<file path="config.mk">
export PLATFORM = sky130hd
export DESIGN_NAME = copy_emit_stage
export DESIGN_NICKNAME = d
export VERILOG_FILES = /design/src/rtl/copy_emit_stage.sv
export SDC_FILE = /design/constraint.sdc
export NUM_CORES = 1
export LEC_CHECK = 0
export BUFFER_PORTS_ARGS = -buffer_cell sky130_fd_sc_hd__buf_2
export CORE_ASPECT_RATIO = 0.5
export CORE_MARGIN = 1.5
export CORE_UTILIZATION = 52
export DETAILED_ROUTE_END_ITERATION = 10
export PLACE_DENSITY = 0.84
export SLEW_MARGIN = 20
export SYNTH_ARGS = -nofsm -noshare
export SYNTH_HDL_FRONTEND = slang
export SYNTH_SLANG_ARGS = --single-unit
</file>
<file path="constraint.sdc">
create_clock -name CLK -period 3.3 [get_ports CLK]
set_input_delay 0.33 -clock CLK [delete_from_list [all_inputs] [get_ports CLK]]
set_output_delay 0.33 -clock CLK [all_outputs]
set_load 0.01 [all_outputs]
</file>
<file path="src/rtl/copy_emit_stage.sv">
// rtl/copy_emit_stage.sv - clocked copy/exchange emit stage between the self-timed ring and clocked logic (optional CX_PKT_CNT_EN)
module copy_emit_stage #(
    parameter int  DATA_W = 16,
    parameter int  TAG_W  = 8,
    localparam int PKT_W  = TAG_W + 2 * DATA_W
) (
    input  logic             CLK,
    input  logic             MR_n,
    input  logic             Send_in,
    output logic             Ack_out,
    input  logic [PKT_W-1:0] Pkt_in,
    input  logic             CPY,
    input  logic             EXB,
    output logic             Send_out,
    input  logic             Ack_in,
    output logic [PKT_W-1:0] Pkt_out,
    output logic             Copy_idx,
`ifdef CX_PKT_CNT_EN
    output logic [15:0]      Pkt_cnt,
`endif
    output logic             Busy
);

    typedef enum logic [1:0] {
        IDLE = 2'd0,
        REQ  = 2'd1,
        RTZ  = 2'd2
    } state_t;

    state_t           state_r, state_nxt;
    logic             send_r, send_nxt;
    logic             busy_r, busy_nxt;
    logic             idx_r, idx_nxt;
    logic             ack_r;
    logic             accept;
    logic [PKT_W-1:0] pkt_r;
    logic             cpy_r;
    logic             exb_r;

    // Output handshake state register; every output-side flag moves with the state
    always_ff @(posedge CLK) begin
        if (!MR_n) begin
            state_r <= IDLE;
            send_r  <= 1'b0;
            busy_r  <= 1'b0;
            idx_r   <= 1'b0;
        end else begin
            state_r <= state_nxt;
            send_r  <= send_nxt;
            busy_r  <= busy_nxt;
            idx_r   <= idx_nxt;
        end
    end

    // Next-state logic: one REQ/RTZ round per emission, a second round in copy mode
    always_comb begin
        accept    = Send_in && !busy_r && !ack_r;
        state_nxt = state_r;
        send_nxt  = send_r;
        busy_nxt  = busy_r;
        idx_nxt   = idx_r;
        case (state_r)
            IDLE: begin
                if (accept) begin
                    state_nxt = REQ;
                    send_nxt  = 1'b1;
                    busy_nxt  = 1'b1;
                    idx_nxt   = 1'b0;
                end
            end
            REQ: begin
                if (Ack_in) begin
                    state_nxt = RTZ;
                    send_nxt  = 1'b0;
                end
            end
            RTZ: begin
                if (!Ack_in) begin
                    if (cpy_r && !idx_r) begin
                        state_nxt = REQ;
                        send_nxt  = 1'b1;
                        idx_nxt   = 1'b1;
                    end else begin
                        state_nxt = IDLE;
                        busy_nxt  = 1'b0;
                        idx_nxt   = 1'b0;
                    end
                end
            end
            default: begin
                state_nxt = IDLE;
                send_nxt  = 1'b0;
                busy_nxt  = 1'b0;
                idx_nxt   = 1'b0;
            end
        endcase
    end

    // Input side: latch packet and mode bits on accept; ack stays up until Send_in is seen low
    always_ff @(posedge CLK) begin
        if (!MR_n) begin
            ack_r <= 1'b0;
            pkt_r <= '0;
            cpy_r <= 1'b0;
            exb_r <= 1'b0;
        end else begin
            if (accept) begin
                ack_r <= 1'b1;
                pkt_r <= Pkt_in;
                cpy_r <= CPY;
                exb_r <= EXB;
            end else if (!Send_in) begin
                ack_r <= 1'b0;
            end
        end
    end

    // Emitted packet: operands optionally swapped, forced to zero while the buffer is empty
    always_comb begin
        Pkt_out = '0;
        if (busy_r) begin
            if (exb_r) begin
                Pkt_out = {pkt_r[PKT_W-1 -: TAG_W], pkt_r[DATA_W-1:0], pkt_r[2*DATA_W-1 -: DATA_W]};
            end else begin
                Pkt_out = pkt_r;
            end
        end
    end

`ifdef CX_PKT_CNT_EN
    logic [15:0] cnt_r;

    // Completed output handshakes: every RTZ exit counts, wrapping naturally at 16 bits
    always_ff @(posedge CLK) begin
        if (!MR_n) begin
            cnt_r <= '0;
        end else if (state_r == RTZ && !Ack_in) begin
            cnt_r <= cnt_r + 16'd1;
        end
    end

    assign Pkt_cnt = cnt_r;
`endif

    assign Ack_out  = ack_r;
    assign Send_out = send_r;
    assign Busy     = busy_r;
    assign Copy_idx = idx_r;

endmodule

</file>
==> flow_summary_export.csv, run 1 <==
group,metric,value,unit
cts,cts_tree,"yes",
cts,clock_sinks,48,
floorplanning,start_util,0.5692,
cts,clk_root_buffer_cell,"clkbuf_8",
worst_setup_path,required,2970,ps
sta,slew_violations,0,
power_and_ir_drop,p_per_area,452.1,nW/µm²
synth,synth_edf_count,0,
place,dp_cells,418,
synth,syn_area_per_cell,7.919,µm²
drt,drtPass1Iterations,5,
synth,syn_nets,341,
place,place_ws,1463,ps
drt,wl,5.429,mm
cells_and_area,area_delta_synth_final,23.62,%
synth,synth-seq-cells,48,
sta,relSlewSlack,0.3620,
cts,cts_buffers,5,
synth,yosysTopAreaCellShare,0.4114,
power_and_ir_drop,netSwitchingFraction,0.2707,
min_path,hold_path.class,"in2reg",
synth,yosysMostFrequentCell,"nand2_1",
synth,synth_area,2336,µm²
floorplanning,die_area,4928,µm²
synth,synthArstFlopShare,0,
cts,ctsHoldBuffers,0,
cts,insertion_delay,300,ps
power_and_ir_drop,p_seq_frac,0.511,
place,placed_area,2780,µm²
synth,yosys-top-cells-count,"nand2_1, dfxtp_1, a21oi_1, nor2b_1, mux2i_1",
sta,setup_slack,1173,ps
synth,ys_top_cells_by_area,"dfxtp_1, mux2i_1, nand2_1, a21oi_1, nor2b_1",
sta,max_slew.worst_pin.slew,957.0,ps
worst_setup_path,crit_buf_inv,1,
synth,ys.flop_type,"dfxtp_1",
place,io_buffers,89,
worst_setup_path,worstSetupEndpointType,"output port",
run_status,outcome,"finished clean",
drt,vias_per_cell,5.185,
worst_setup_path,cp.arrival,1800,ps
place,gp_congestion,0.7641,
worst_setup_path,slowest_stage,"dfxtp_2",
synth,synth_cell_type_count,25,
sta,rsz0062_at_grt,"no",
worst_setup_path,cp_cell_sequence,"mux2i_1, nor2b_1, buf_2",
worst_setup_path,start_kind,"flip-flop",
min_path,hold_depth,3,
grt,grt_overflow,0,
grt,grt_first_pass_wirelength,9.018,mm
sta,min_period,2127,ps
drt,drc,0,
power_and_ir_drop,p_leak,1.227,nW
synth,yosysTopAreaCell,"dfxtp_1",
power_and_ir_drop,irDropWorstVdd,0.2203,mV
drt,wl_per_cell,12.74,µm
grt,track_usage,0.2256,
power_and_ir_drop,power,1.306,mW
cts,ctsResizeCount,0,
cells_and_area,drive_gt1_frac,0.2796,
floorplanning,die_x,97.79,µm
drt,vias,2209,
cts,cts_htree_levels,2,
floorplanning,die_y,50.40,µm
sta,setup_violations,0,
cts,clkTransAtPathRegs,90,ps
worst_setup_path,reg2reg_depth,4,
sta,finalSetupTns,0,ps
place,hpwl,3.910,mm
worst_setup_path,max_stage_delay,970,ps
worst_setup_path,path_max_fanout,33,
grt,grt_max_degree,46,
sta,finalCritPeriodShare,0.6445,
drt,antenna_left,0,
floorplanning,row_count,16,
cells_and_area,stdcell_area,2888,µm²
cells_and_area,stdcell_count,426,
worst_setup_path,critPathKind,"reg2out",
synth,syn_inst,295,
cells_and_area,n_antenna_cell,0,
power_and_ir_drop,power_frac_clock,0.317,
cells_and_area,nets,417,
power_and_ir_drop,comb_power_share,0.173,
run,cap_viol_max_count,0,
grt,grt_pass1_vias,2076,
sta,hold_viol_final,0,
drt,drtIter0Drc,84,
cts,cts_buffer_depth,2,
power_and_ir_drop,intPower,0.9523,mW
synth,yosysWarnings,0,
grt,grt_antenna_before_repair,0,
cts,postCtsSetupRepairBufs,0,
synth,synth-seq-area-share,0.4114,
worst_setup_path,crit_cells,3,
floorplanning,num_io_pins,90,
worst_setup_path,worst_path_dominant_cell_family,"flip-flops",
sta,skew,4.694,ps
floorplanning,core_area,4104,µm²
power_and_ir_drop,power_switching,0.3534,mW
sta,fmax,470.2,MHz
## worst reg2reg max path, stage by stage, from the launching register on
cell     delay (ps)
dfxtp_1         460
or3b_1          630
buf_4           390
nand2_1          90
a21oi_1         180
## sequential cells by signal, indices dropped and copies added, names as in the netlist
name and count:
cpy_r 1, Busy 1, state_r 2, pkt_r 40, Copy_idx 1, Ack_out 1, Send_out 1, exb_r 1
## stage by stage
step	utilization	hold WS, ps
after floorplan	-	431.7
after detailed placement	0.6774	445.7
after global routing	0.7037	258.7
after global placement	0.6774	437.1
after CTS	0.7037	254.9
final	0.7037	258.1
## cell type report
type	count	area (µm²)
timing repair buffer	92	467.9
clock buffer	6	72.57
inverter	3	11.26
fill	341	1216
sequential	48	962.2
clock inverter	2	35.03
tap	54	67.56
multi-input combinational	221	1271
## power groups by stage
stage	clock [mW]	combinational [mW]	sequential (mW)
finish	0.414	0.225	0.667
global route	0.444	0.251	0.673
CTS	0.421	0.227	0.666
detailed placement	0	0.226	0.680
global placement	0	0.218	0.676
floorplan	0	0.170	0.657
## metal layers
layer,share of wire,global-route usage,vias to the layer above
met1,0.46,0.2682,1042
met3,0.033,0.04318,6
li1,-,-,1116
met5,0,0,-
met2,0.50,0.4190,45
met4,0.010,0.07143,0
## cell families after synthesis
logic type      Yosys count  synth area share
compound gates           51            0.1184
flops                    48            0.4114
xor+xnor                  1          0.003750
buf+inv                  26           0.04713
mux                      34            0.1462
simple gates            135            0.2732
## layout by cell type, fill, tap and decap left out, drive strengths merged, types with 3 or more instances in the layout
cell,count
nor2b,34
mux2i,33
clkbuf,6
and2,8
dfxtp,48
buf,92
a21oi,45
inv,3
nand2,87
## worst paths after layout
| check | to | slack, ps | start |
|---|---|---|---|
| min | exb_r$_SDFFE_PN0P_ | 260 | EXB |
| max | Pkt_out[0] | 1170 | exb_r$_SDFFE_PN0P_ |
| min reg2reg | cpy_r$_SDFFE_PN0P_ | 450 | cpy_r$_SDFFE_PN0P_ |
| max reg2reg | exb_r$_SDFFE_PN0P_ | 1490 | Busy$_SDFFE_PN0P_ |
Power figures use the tool's default switching activity.
==> inputs of run 2 (changes only) <==
--- a/config.mk
+++ b/config.mk
@@ -8,9 +8,9 @@
 export BUFFER_PORTS_ARGS = -buffer_cell sky130_fd_sc_hd__buf_2
 export CORE_ASPECT_RATIO = 0.5
 export CORE_MARGIN = 1.5
-export CORE_UTILIZATION = 52
+export CORE_UTILIZATION = 49
 export DETAILED_ROUTE_END_ITERATION = 10
-export PLACE_DENSITY = 0.84
+export PLACE_DENSITY = 0.8
 export SLEW_MARGIN = 20
 export SYNTH_ARGS = -nofsm -noshare
 export SYNTH_HDL_FRONTEND = slang
==> constraint.sdc (replaced) <==
create_clock -name CLK -period 2.1 [get_ports CLK]
set_input_delay 0.21 -clock CLK [delete_from_list [all_inputs] [get_ports CLK]]
set_output_delay 0.21 -clock CLK [all_outputs]
set_load 0.01 [all_outputs]
==> run 2 against run 1 <==
Net effect:
- die area is 5.8% higher
- flip-flop and latch count stayed put
- first-iteration DRC count is 21% higher
- non-clock buffer count is 5 higher
- clock skew is 1.3 ps lower
- register-to-register slack worse by 900 ps
- critical path type unchanged
- global-route usage is 1.9 points lower
- sequential share of layout area is 0.40 points lower
- clock power is 35% higher
==> flow_summary_export.csv, run 2 (synthesis results as in run 1) <==
group,metric,value,unit
drt,wl,5.346,mm
sta,relSlewSlack,0.6909,
worst_setup_path,cp.arrival,1360,ps
cells_and_area,final_common_cell,"buf_2",
drt,wl_per_cell,12.07,µm
grt,grt_overflow,0,
worst_setup_path,required,1890,ps
drt,antenna_left,0,
power_and_ir_drop,p_per_area,671.6,nW/µm²
sta,finalSetupTns,0,ps
floorplanning,die_area,5216,µm²
sta,skew,3.402,ps
worst_setup_path,r2r_start,"Ack_out$_SDFFE_PN0P_",
drt,drc,0,
floorplanning,start_util,0.5205,
worst_setup_path,rrSetupSlack,590,ps
place,gp_congestion,0.8019,
cts,insertion_delay,300,ps
grt,grt_pass1_vias,1884,
cells_and_area,largest_reg_flops,40,
sta,slew_violations,0,
sta,fmax,635.5,MHz
run_status,outcome,"finished clean",
cells_and_area,mostFrequentLayoutCells,"buf_2, nand2_1, dfxtp_1",
drt,drtPass1Iterations,5,
grt,track_usage,0.2071,
cts,postCtsSetupRepairBufs,0,
worst_setup_path,endpoint,"Pkt_out[31]",
cells_and_area,drive_gt1_frac,0.2865,
sta,setup_violations,0,
cts,ctsResizeCount,0,
sta,finalCritPeriodShare,0.7494,
sta,max_slew.worst_pin.slew,463.0,ps
run,cap_viol_max_count,0,
cts,cts_tree,"yes",
cells_and_area,max_flop_register,"pkt_r",
power_and_ir_drop,irDropWorstVdd,0.3989,mV
cts,ctsHoldBuffers,0,
min_path,hold_path.class,"in2reg",
sta,min_period,1574,ps
cells_and_area,n_antenna_cell,0,
worst_setup_path,start_kind,"flip-flop",
floorplanning,row_count,17,
drt,drtIter0Drc,102,
cts,cts_buffers,5,
grt,grt_first_pass_wirelength,8.321,mm
sta,rsz0062_at_grt,"no",
place,io_buffers,89,
worst_setup_path,path_max_fanout,17,
cts,clk_root_buffer_cell,"clkbuf_8",
worst_setup_path,reg2reg_depth,4,
power_and_ir_drop,p_leak,1.243,nW
grt,grt_max_degree,45,
worst_setup_path,critPathLaunch,"exb_r$_SDFFE_PN0P_",
cts,clock_sinks,48,
floorplanning,die_y,51.83,µm
cts,clkTransAtPathRegs,80,ps
sta,fin_hold_ws,139.5,ps
sta,hold_viol_final,0,
floorplanning,die_x,100.6,µm
cts,cts_buffer_depth,2,
floorplanning,num_io_pins,90,
cells_and_area,area_delta_synth_final,25.12,%
place,hpwl,3.886,mm
grt,grt_antenna_before_repair,0,
drt,vias,2193,
drt,vias_per_cell,4.950,
floorplanning,core_area,4488,µm²
cts,cts_htree_levels,2,
cells_and_area,reg_top3,"pkt_r (40), state_r (2)",
cells_and_area,nets,422,
worst_setup_path,rr_endpoint,"pkt_r[1]$_SDFFE_PN0P_",
worst_setup_path,critPathKind,"reg2out",
worst_setup_path,worstSetupEndpointType,"output port",
## run 2: layout make-up
cell class,instances,area [µm²]
clock buffers,8,90.09
flip-flops and latches,48,962.2
well taps,66,82.58
repair buffers,97,505.5
inverters,3,11.26
multi-input cells,221,1271
fillers,402,1565
## run 2: worst min path at each step
stage / to / start / slack, ps / cells after the start
6_report: pkt_r[28]$_SDFFE_PN0P_ / Pkt_in[28] / 140 / 3
2_1_floorplan: Ack_out$_SDFFE_PN0P_ / Send_in / 330 / 2
5_1_grt: pkt_r[20]$_SDFFE_PN0P_ / Pkt_in[20] / 140 / 3
3_3_place_gp: pkt_r[33]$_SDFFE_PN0P_ / pkt_r[33]$_SDFFE_PN0P_ / 440 / 2
3_5_place_dp: pkt_r[33]$_SDFFE_PN0P_ / pkt_r[33]$_SDFFE_PN0P_ / 450 / 2
4_1_cts: pkt_r[28]$_SDFFE_PN0P_ / Pkt_in[28] / 130 / 3
## run 2: through the flow
stage | total power [mW] | instances | setup WS, ps | util | instance area (µm²)
6_report | 1.963 | 443 | 526.3 | 0.6512 | 2923
5_1_grt | 2.072 | 443 | 433.7 | 0.6512 | 2923
4_1_cts | 1.985 | 443 | 492.6 | 0.6512 | 2923
3_5_place_dp | 1.429 | 435 | 590.1 | 0.6312 | 2833
3_3_place_gp | 1.413 | 435 | 636.6 | 0.6312 | 2833
2_1_floorplan | 1.299 | 295 | 661.8 | - | 2336
## run 2: power breakdown
| group | switching [mW] | internal (mW) |
|---|---|---|
| Sequential | 0.0478 | 0.976 |
| Combinational | 0.209 | 0.173 |
| Clock | 0.288 | 0.269 |
| Total | 0.545 | 1.42 |
## run 2: worst max-delay path: stages (launching register included)
cell and delay, ps:
dfxtp_2 340, buf_4 280, mux2i_1 230, nor2b_1 80
buf_2 140
## run 2: metal layers
layer | vias up | wire, µm | share of wire | GRT usage
met5 | - | 0 | 0 | 0
met4 | 0 | 47 | 0.0088 | 0.07512
met3 | 5 | 268 | 0.050 | 0.03629
met2 | 55 | 2732 | 0.51 | 0.3908
met1 | 1003 | 2297 | 0.43 | 0.2396
li1 | 1130 | - | - | -
==> inputs of run 3 (changes only) <==
--- a/config.mk
+++ b/config.mk
@@ -5,12 +5,13 @@
 export SDC_FILE = /design/constraint.sdc
 export NUM_CORES = 1
 export LEC_CHECK = 0
+export ABC_AREA = 1
 export BUFFER_PORTS_ARGS = -buffer_cell sky130_fd_sc_hd__buf_2
 export CORE_ASPECT_RATIO = 0.5
 export CORE_MARGIN = 1.5
-export CORE_UTILIZATION = 49
+export CORE_UTILIZATION = 48
 export DETAILED_ROUTE_END_ITERATION = 10
-export PLACE_DENSITY = 0.8
+export PLACE_DENSITY = 0.79
 export SLEW_MARGIN = 20
 export SYNTH_ARGS = -nofsm -noshare
 export SYNTH_HDL_FRONTEND = slang
==> constraint.sdc (replaced) <==
create_clock -name CLK -period 1.5 [get_ports CLK]
set_input_delay 0.15 -clock CLK [delete_from_list [all_inputs] [get_ports CLK]]
set_output_delay 0.15 -clock CLK [all_outputs]
set_load 0.01 [all_outputs]
==> run 3 against run 2 <==
Net effect:
- clock-buffer cell count shrank 2
- final area decreased by 1.8%
- global-route usage increased by 1.5 points
- critical endpoint is now Pkt_out[30]
- largest power group unchanged
==> flow_summary_export.csv, run 3 <==
group,metric,value,unit
floorplanning,num_io_pins,90,
worst_setup_path,path_max_fanout,32,
power_and_ir_drop,p_leak,1.514,nW
synth,synth_edf_count,0,
sta,rsz0062_at_grt,"no",
cts,clk_root_buffer_cell,"clkbuf_8",
synth,yosysMostFrequentCell,"nor2_1",
power_and_ir_drop,power_frac_clock,0.263,
place,placed_area,2714,µm²
drt,drc,0,
run_status,outcome,"finished clean",
power_and_ir_drop,power,3.485,mW
cts,clkTransAtPathRegs,90,ps
sta,finalSetupTns,0,ps
drt,wl_per_cell,11.87,µm
drt,antenna_left,0,
cells_and_area,drive_gt1_frac,0.2541,
synth,syn_area_per_cell,6.509,µm²
synth,synth-seq-area-share,0.4267,
synth,synth-seq-cells,48,
synth,yosys.area_share.xor_xnor,0,
synth,synth-simple-area-share,0.3089,
place,io_buffers,89,
min_path,hold_depth,3,
cts,ctsHoldBuffers,0,
grt,grt_max_degree,43,
synth,ys.flop_type,"dfxtp_1",
cells_and_area,stdcell_count,482,
synth,syn_inst,346,
cells_and_area,final_core_util,0.6454,
cells_and_area,mostFrequentLayoutCells,"nor2_1, buf_2, dfxtp_1",
worst_setup_path,worstSetupEndpointType,"output port",
grt,grt_pass1_vias,2177,
floorplanning,core_area,4446,µm²
floorplanning,die_x,99.87,µm
grt,grt_overflow,0,
floorplanning,row_count,17,
sta,max_slew.worst_pin.slew,397.9,ps
drt,vias,2459,
floorplanning,die_y,51.44,µm
cells_and_area,final_common_cell,"nor2_1",
grt,track_usage,0.2220,
sta,min_period,1398,ps
synth,ys_top_cells_by_area,"dfxtp_1, nor2_1, o21ai_1, o21ai_0, nand2_1",
worst_setup_path,rrSetupSlack,280,ps
grt,grt_first_pass_wirelength,8.928,mm
place,hpwl,3.891,mm
power_and_ir_drop,p_seq_frac,0.455,
power_and_ir_drop,irDropWorstVdd,0.7909,mV
worst_setup_path,rr_endpoint,"pkt_r[7]$_SDFFE_PN0P_",
synth,yosys-top-cells-count,"nor2_1, dfxtp_1, o21ai_1, o21ai_0, nand2_1",
min_path,hold_start,"Pkt_in[39]",
synth,syn_nets,392,
sta,slew_violations,0,
cts,cts_tree,"yes",
synth,synthArstFlopShare,0,
synth,synth_top_family_by_area,"simple AND/OR/NAND/NOR gates",
cells_and_area,max_flop_register,"pkt_r",
worst_setup_path,cp.arrival,1250,ps
sta,hold_viol_final,0,
sta,skew,4.310,ps
cells_and_area,nets,470,
floorplanning,die_area,5137,µm²
synth,yosysTopAreaCellShare,0.4267,
sta,fmax,715.1,MHz
drt,vias_per_cell,5.102,
cts,postCtsSetupRepairBufs,0,
sta,relSlewSlack,0.7347,
synth,synth_adder_area_share,0,
drt,drtPass1Iterations,4,
synth,yosysWarnings,0,
synth,synth.mux.area_fraction,0,
cts,cts_buffers,5,
worst_setup_path,start_kind,"flip-flop",
power_and_ir_drop,power_switching,1.147,mW
worst_setup_path,critPathKind,"reg2out",
grt,grt_antenna_before_repair,0,
sta,finalCritPeriodShare,0.9323,
synth,synth_cell_type_count,19,
cts,insertion_delay,300,ps
place,gp_congestion,0.7597,
min_path,hold_path.class,"in2reg",
cells_and_area,n_antenna_cell,0,
drt,drtIter0Drc,100,
cells_and_area,largest_reg_flops,40,
cts,cts_buffer_depth,2,
floorplanning,start_util,0.5066,
synth,synth_area,2252,µm²
run,cap_viol_max_count,0,
power_and_ir_drop,comb_power_share,0.282,
cts,cts_htree_levels,2,
worst_setup_path,r2r_start,"Busy$_SDFFE_PN0P_",
synth,synth_compound_gate_area_share,0.1822,
cells_and_area,area_delta_synth_final,27.39,%
worst_setup_path,reg2reg_depth,5,
place,dp_cells,473,
cts,clock_sinks,48,
synth,yosysTopAreaCell,"dfxtp_1",
cells_and_area,stdcell_area,2869,µm²
power_and_ir_drop,p_per_area,1215,nW/µm²
worst_setup_path,required,1350,ps
cells_and_area,reg_top3,"pkt_r (40), state_r (2)",
power_and_ir_drop,intPower,2.338,mW
min_path,worstHoldEndpoint,"pkt_r[39]$_SDFFE_PN0P_",
drt,wl,5.721,mm
power_and_ir_drop,netSwitchingFraction,0.3292,
worst_setup_path,critPathLaunch,"exb_r$_SDFFE_PN0P_",
sta,setup_violations,0,
==> run 3: worst max-delay path by stage <==
stage               cells past startpoint                end  slack [ps]
floorplan                               3        Pkt_out[31]         320
global placement                        5  Busy$_SDFFE_PN0P_         330
detailed placement                      4        Pkt_out[30]         260
CTS                                     4        Pkt_out[30]          20
global route                            4         Pkt_out[8]           8
finish                                  4        Pkt_out[30]         100
==> run 3: cell type report <==
cell class	count	area, µm²
clock inverter	2	35.03
fill	402	1577
sequential	48	965.9
timing repair buffer	94	550.5
inverter	16	67.56
clock buffer	6	72.57
multi-input combinational	259	1106
tap	57	71.32
==> run 3: metal layers <==
| metal | global-route usage | part of all wire |
|---|---|---|
| met5 | 0 | 0 |
| met4 | 0.08920 | 0.011 |
| met3 | 0.05198 | 0.062 |
| met2 | 0.4195 | 0.49 |
| met1 | 0.2447 | 0.43 |
==> run 3: worst max-delay path, cell delays in order, from the launching register on <==
cell,delay [ps]
dfxtp_4,390
buf_12,170
o21ai_0,110
nor2_1,130
buf_2,150
==> run 3: power by group through the flow <==
stage          logic, mW  registers (mW)  clock network, mW
6_report           0.984            1.59              0.915
5_1_grt             1.12            1.61              0.984
4_1_cts            0.946            1.57              0.935
3_5_place_dp       0.942            1.60                  0
3_3_place_gp       0.918            1.59                  0
2_1_floorplan      0.660            1.58                  0
==> run 3: per-stage QoR <==
stage / setup WS (ps) / hold WS, ps
final: 101.6 / 80.64
after CTS: 16.29 / 76.96
after global routing: 8.419 / 79.13
after global placement: 328.5 / 383.8
after detailed placement: 260.3 / 393.9
after floorplan: 324.6 / 285.7
==> run 3: kinds of logic after synthesis <==
logic type,after synthesis
and+or+nand+nor,177
AOI/OAI and AO/OA,82
DFF,48
buffers and inverters,39
==> run 3: what timing repair did <==
action	in CTS	in global routing
endpoints found under the hold margin	0	0
endpoints found under the setup margin	32	32
cloned	0	1
resized for setup	2	6
